==> config.mk <==
export PLATFORM = sky130hd
export DESIGN_NAME = fifo_wr_arbiter
export DESIGN_NICKNAME = d
export VERILOG_FILES = /design/src/rtl/fifo_arb_pkg.sv /design/src/rtl/rr_priority_pick.sv /design/src/rtl/fifo_wr_arbiter.sv
export SDC_FILE = /design/constraint.sdc
export NUM_CORES = 1
export LEC_CHECK = 0
export CAP_MARGIN = 0
export CORE_MARGIN = 4
export CORE_UTILIZATION = 40
export CTS_BUF_LIST = sky130_fd_sc_hd__clkbuf_2 sky130_fd_sc_hd__clkbuf_4 sky130_fd_sc_hd__clkbuf_8
export CTS_CLUSTER_DIAMETER = 200
export DETAILED_ROUTE_END_ITERATION = 8
export PLACE_DENSITY = 0.91
export SLEW_MARGIN = 25
export SYNTH_ARGS = -nofsm -noshare
export SYNTH_HDL_FRONTEND = slang
export SYNTH_SLANG_ARGS = --single-unit
==> constraint.sdc <==
create_clock -name clk -period 2.9 [get_ports clk]
set_clock_uncertainty 0.2 [all_clocks]
set_input_delay 0.58 -clock clk [delete_from_list [all_inputs] [get_ports clk]]
set_output_delay 0.58 -clock clk [all_outputs]
set_load 0.02 [all_outputs]
==> src/rtl/fifo_arb_pkg.sv <==
// rtl/fifo_arb_pkg.sv - shared types and width helpers for the fifo write-port arbiter
package fifo_arb_pkg;

    typedef enum logic {IDLE = 1'b0, OWN = 1'b1} arb_state_e;

    function automatic int id_width(input int n);
        return (n > 1) ? $clog2(n) : 1;
    endfunction

    function automatic int cnt_width(input int max_val);
        return (max_val > 0) ? $clog2(max_val + 1) : 1;
    endfunction

endpackage

==> src/rtl/rr_priority_pick.sv <==
// rtl/rr_priority_pick.sv - combinational first-requester search starting at a rotating index
module rr_priority_pick #(
    parameter int N   = 2,
    parameter int IDW = 1
) (
    input  logic [N-1:0]   req,
    input  logic [IDW-1:0] start,
    output logic [N-1:0]   pick,
    output logic [IDW-1:0] pick_id,
    output logic           found
);

    logic [IDW-1:0] idx;

    always_comb begin
        pick    = '0;
        pick_id = '0;
        found   = 1'b0;
        idx     = '0;
        for (int i = 0; i < N; i++) begin
            idx = IDW'((int'(start) + i) % N);
            if (!found && req[idx]) begin
                found   = 1'b1;
                pick_id = idx;
            end
        end
        pick[pick_id] = found;
    end

endmodule

==> src/rtl/fifo_wr_arbiter.sv <==
// rtl/fifo_wr_arbiter.sv - round-robin, burst-limited arbiter driving the fifo write port
module fifo_wr_arbiter
    import fifo_arb_pkg::*;
#(
    parameter int NUM_REQ    = 2,
    parameter int DATA_WIDTH = 8,
    parameter int BURST_MAX  = 4
) (
    input  logic                                 clk,
    input  logic                                 reset_n,
    input  logic [NUM_REQ-1:0]                   req,
    input  logic [NUM_REQ-1:0][2*DATA_WIDTH-1:0] req_data,
    output logic [NUM_REQ-1:0]                   gnt,
    input  logic                                 fifo_full,
    output logic                                 fifo_wr,
    output logic [2*DATA_WIDTH-1:0]              fifo_w_data,
    output logic                                 owner_valid,
    output logic [$clog2(NUM_REQ)-1:0]           owner_id
);

    localparam int IDW  = id_width(NUM_REQ);
    localparam int CNTW = cnt_width(BURST_MAX);
    localparam logic [CNTW-1:0] BURST_LIM = CNTW'(BURST_MAX);
    localparam logic [IDW-1:0]  LAST_ID   = IDW'(NUM_REQ - 1);

    arb_state_e         state, state_n;
    logic [IDW-1:0]     owner, owner_n, rr_ptr, rr_ptr_n;
    logic [IDW-1:0]     start_id, pick_id, win_id;
    logic [CNTW-1:0]    burst_cnt, burst_n;
    logic [NUM_REQ-1:0] pick_oh, owner_oh;
    logic               out_valid, cap, found, owner_keep, others_req;

    function automatic logic [IDW-1:0] next_id(input logic [IDW-1:0] id);
        return (id == LAST_ID) ? '0 : id + 1'b1;
    endfunction

    assign fifo_wr = out_valid & ~fifo_full;
    // Reset gates capture so gnt is low for the whole reset window, not just after the first edge.
    assign cap = reset_n & found & (~out_valid | fifo_wr);

    assign owner_oh   = NUM_REQ'(1) << owner;
    assign others_req = |(req & ~owner_oh);
    assign owner_keep = (state == OWN) && req[owner] && ((burst_cnt < BURST_LIM) || !others_req);
    assign start_id   = (state == OWN) ? next_id(owner) : rr_ptr;

    rr_priority_pick #(
        .N   (NUM_REQ),
        .IDW (IDW)
    ) u_pick (
        .req     (req),
        .start   (start_id),
        .pick    (pick_oh),
        .pick_id (pick_id),
        .found   (found)
    );

    assign win_id      = owner_keep ? owner : pick_id;
    assign gnt         = cap ? (owner_keep ? owner_oh : pick_oh) : '0;
    assign owner_valid = (state == OWN);
    assign owner_id    = owner;

    always_comb begin
        state_n  = state;
        owner_n  = owner;
        rr_ptr_n = rr_ptr;
        burst_n  = burst_cnt;
        if (cap) begin
            if (state == IDLE) begin
                state_n = OWN;
                owner_n = win_id;
                burst_n = CNTW'(1);
            end else if (owner_keep) begin
                if (burst_cnt < BURST_LIM) burst_n = burst_cnt + 1'b1;
            end else begin
                owner_n  = win_id;
                burst_n  = CNTW'(1);
                rr_ptr_n = next_id(win_id);
            end
        end else if ((state == OWN) && !(|req) && !(out_valid && !fifo_wr)) begin
            state_n  = IDLE;
            rr_ptr_n = next_id(owner);
            burst_n  = '0;
        end
    end

    always_ff @(posedge clk or negedge reset_n) begin
        if (!reset_n) begin
            state     <= IDLE;
            owner     <= '0;
            rr_ptr    <= '0;
            burst_cnt <= '0;
        end else begin
            state     <= state_n;
            owner     <= owner_n;
            rr_ptr    <= rr_ptr_n;
            burst_cnt <= burst_n;
        end
    end

    always_ff @(posedge clk or negedge reset_n) begin
        if (!reset_n) begin
            out_valid   <= 1'b0;
            fifo_w_data <= '0;
        end else if (cap) begin
            out_valid   <= 1'b1;
            fifo_w_data <= req_data[win_id];
        end else if (fifo_wr) begin
            out_valid   <= 1'b0;
        end
    end

endmodule

==> metrics <==
Post-Syn Nets between 150 and 200; vias in the first global route 1289; Crit path max-delay family buffers and inverters; post-synthesis mux area share 0.02225; Critical Path Fanout Max 7; PwrDens around 600 nW/um2; Synth warnings 0; area leader, netlist dfrtp_1; path category of the worst min-delay check register to register; CTS tree built; clock sink total 23; per-cell routed wire length 13.57 um; gr usage total 0.1645; CP endpoint kind output pin; CP cell instances dlygate4sd2_1 -> or3b_4 -> o211a_1 -> nor2_1 -> clkdlybuf4s15_1; layout cells sized above 1 0.1029; Filler cells 230; cell row count 19; Top Usage Layer GRT met2; met3 usage 0.06306; maximum clock path buffer count 2; ys async rst share 1.000; most numerous cell in the Yosys netlist a21oi_1; dpl hpwl 2.406 mm; initial drt markers 36; Seq/Total Area, Yosys 0.4873; status finished clean; Max Cap Viol 0; die area ~3900 um2; Die Span X 62.34 um; GPL Wtd Cong between 0.8 and 0.9; ys flop type dfrtp_1; largest family of logic cells by synthesized area compound AO/OA/AOI/OAI gates; core area between 2000 and 3000 um2; adder-cell share of the synthesized area 0.01059; global route overflow 0; met1 Use GR 0.1794; first-pass GRT wire length between 5 and 6 mm; worst-margin pin slew around 0.36 ns; fin cells 235; Peak VDD IR between 0.0003 and 0.0004 V; Gate Count Post-Synth 139; # setup viols final 0; leak pwr ~0.8 nW; Post-synth EDFFs 0; multi-input logic area 534.3 um2; setup TNS 0 ns; count of cell types in the netlist 27; Area contributors post-synth dfrtp_1 49%, a21oi_1 15%, nand2_1 7.6%; fin crit share 0.9169; share of the synthesized area in the top cell type 0.4873; RSZ-0062 raised after global routing false; XOR/XNOR share of the synthesized area 0.007415; placed cells 231; Crit-path slowest cell or3b_4; relative slew slack 0.7611; synth-to-layout area growth 56.57%; Initial Utilization 0.4247; final hold vios 0; clk root buf clkbuf_4; final hold slack 0.3413 ns; DRC Markers 0; final net count 243; Post-synth top cells 36 x a21oi_1, 24 x nand2_1, 23 x dfrtp_1, 21 x nor2_1, 4 x o21ai_0; Crit path buffers/inverters 2; post-CTS setup buffers 0; Slew Viols, Final 0; Detailed Route WL between 3 and 4 mm; post-route ant nets 0; H-tree depth 1; WP data arrival 1.88 ns; number of buffers created by CTS 3; Ant. Diodes 0; fmax between 300 and 400 MHz; Crit Path Class primary input to output pin; required time worst endpoint between 2 and 2.5 ns; vias per cell 5.179; initial antenna violation count 0; fin crit period 2.659 ns; Worst path max stage delay 0.41 ns; Sequential Area about 580 um2; Syn Area/Cell roughly 8.5 um2; largest net degree at the start of global routing 24; met2 Use GR 0.2889; Die Height approximately 62 um; Clock transition at path regs around 0.13 ns; # port buffers between 50 and 60; via count 1217; worst skew pair latency slightly above 0.3 ns; Synth Area in Compound Gates 0.2087; Syn Std Cell Area between 1000 and 1500 um2; Worst Setup Start Kind primary input; drt first pass iters 2; io pins 58; Post-Synth Simple-Gate Area 0.2034; Synth Register Bits 23
routing by layer:
layer,up-vias,part of all wire
met3,4,0.088
li1,602,-
met2,36,0.49
met4,0,0.0075
met1,575,0.41
met5,-,0
cell usage in the layout (no fill, tap or decap):
cell             synthesis  layout
a31oi_1                  1       1
clkbuf_4                 0       3
o211ai_2                 1       1
mux2_4                   1       1
nand4_1                  1       1
buf_4                    0      13
dfrtp_1                 23      23
inv_1                    2       2
a21oi_1                 36      36
or3b_4                   1       1
nor2_1                  21      21
nand3_1                  2       2
o211ai_1                 1       1
o211a_1                  1       1
xor2_1                   1       1
nand2_1                 24      24
nor2b_1                  1       1
dlygate4sd2_1            0       2
clkdlybuf4s15_1          0       1
and3b_1                  1       1
clkdlybuf4s50_1          0      54
nor3_1                   2       2
ha_1                     1       1
and3_1                   2       2
a32o_1                   1       1
mux2_2                   1       1
o21ai_0                  4       4
nand2b_1                 1       1
clkinv_2                 0       1
area by class of cell:
| type | instances | area share |
|---|---|---|
| clock inverters | 1 | 0.002706 |
| inverters | 2 | 0.004060 |
| clock buffers | 3 | 0.01218 |
| multi-input cells | 105 | 0.2889 |
| well taps | 31 | 0.02097 |
| repair buffers | 70 | 0.3599 |
| flip-flops and latches | 23 | 0.3112 |
worst paths after layout:
path	start	to	slack (ns)	depth (start not counted)
setup / recovery	req[0]	gnt[0]	0.24	5
hold / removal	fifo_w_data[13]	fifo_w_data[13]	0.34	2
setup reg to reg	owner_id	owner_id	1.03	4
hold reg to reg	fifo_w_data[13]	fifo_w_data[13]	0.34	2
max in group asynchronous	reset_n	fifo_w_data[15]	1.83	2
min in group asynchronous	reset_n	out_valid	0.44	2
state kept, by name, indices dropped and copies added, names as in the netlist:
register and count:
out_valid 1, owner_id 1, burst_cnt 3, fifo_w_data 16, rr_ptr 1, owner_valid 1
worst reg2reg max path, delay by kind of cell, from the launching register on:
kind	cells	cell delay, ns
and+or+nand+nor	2	0.45
DFF	1	0.46
muxes	2	0.67
repair_timing:
item / 4_1_cts / 5_1_grt
hold buffers: 0 / 0
endpoints found under the setup margin: 2 / 0
gates resized for setup: 4 / 0
logic make-up (layout without fill, tap and decap cells):
kind of cell | count (synthesis) | in the layout
buffers and inverters | 11 | 76
adder cells (fa/ha/maj) | 1 | 1
flip-flops | 23 | 23
AND/OR/NAND/NOR | 56 | 56
XOR/XNOR | 1 | 1
AO/OA/AOI/OAI | 45 | 45
multiplexers | 2 | 2
power by group:
part	switching (W)	internal, W	leakage, nW	total [W]
clock network	0.0000995	0.0000516	0.0177	0.000151
registers	0.0000542	0.000400	0.263	0.000454
logic	0.000267	0.000264	0.544	0.000531
through the flow:
stage,utilization,total power (W),setup slack [ns],area [um2]
detailed placement,0.6559,0.0009961,-0.3254,1824
floorplan,-,0.0007497,0.4490,1181
global placement,0.6559,0.0009815,-0.2920,1824
finish,0.6649,0.001136,0.2409,1849
global route,0.6649,0.001212,0.1873,1849
CTS,0.6649,0.001146,0.2360,1849
(Power assumes the default switching activity.)
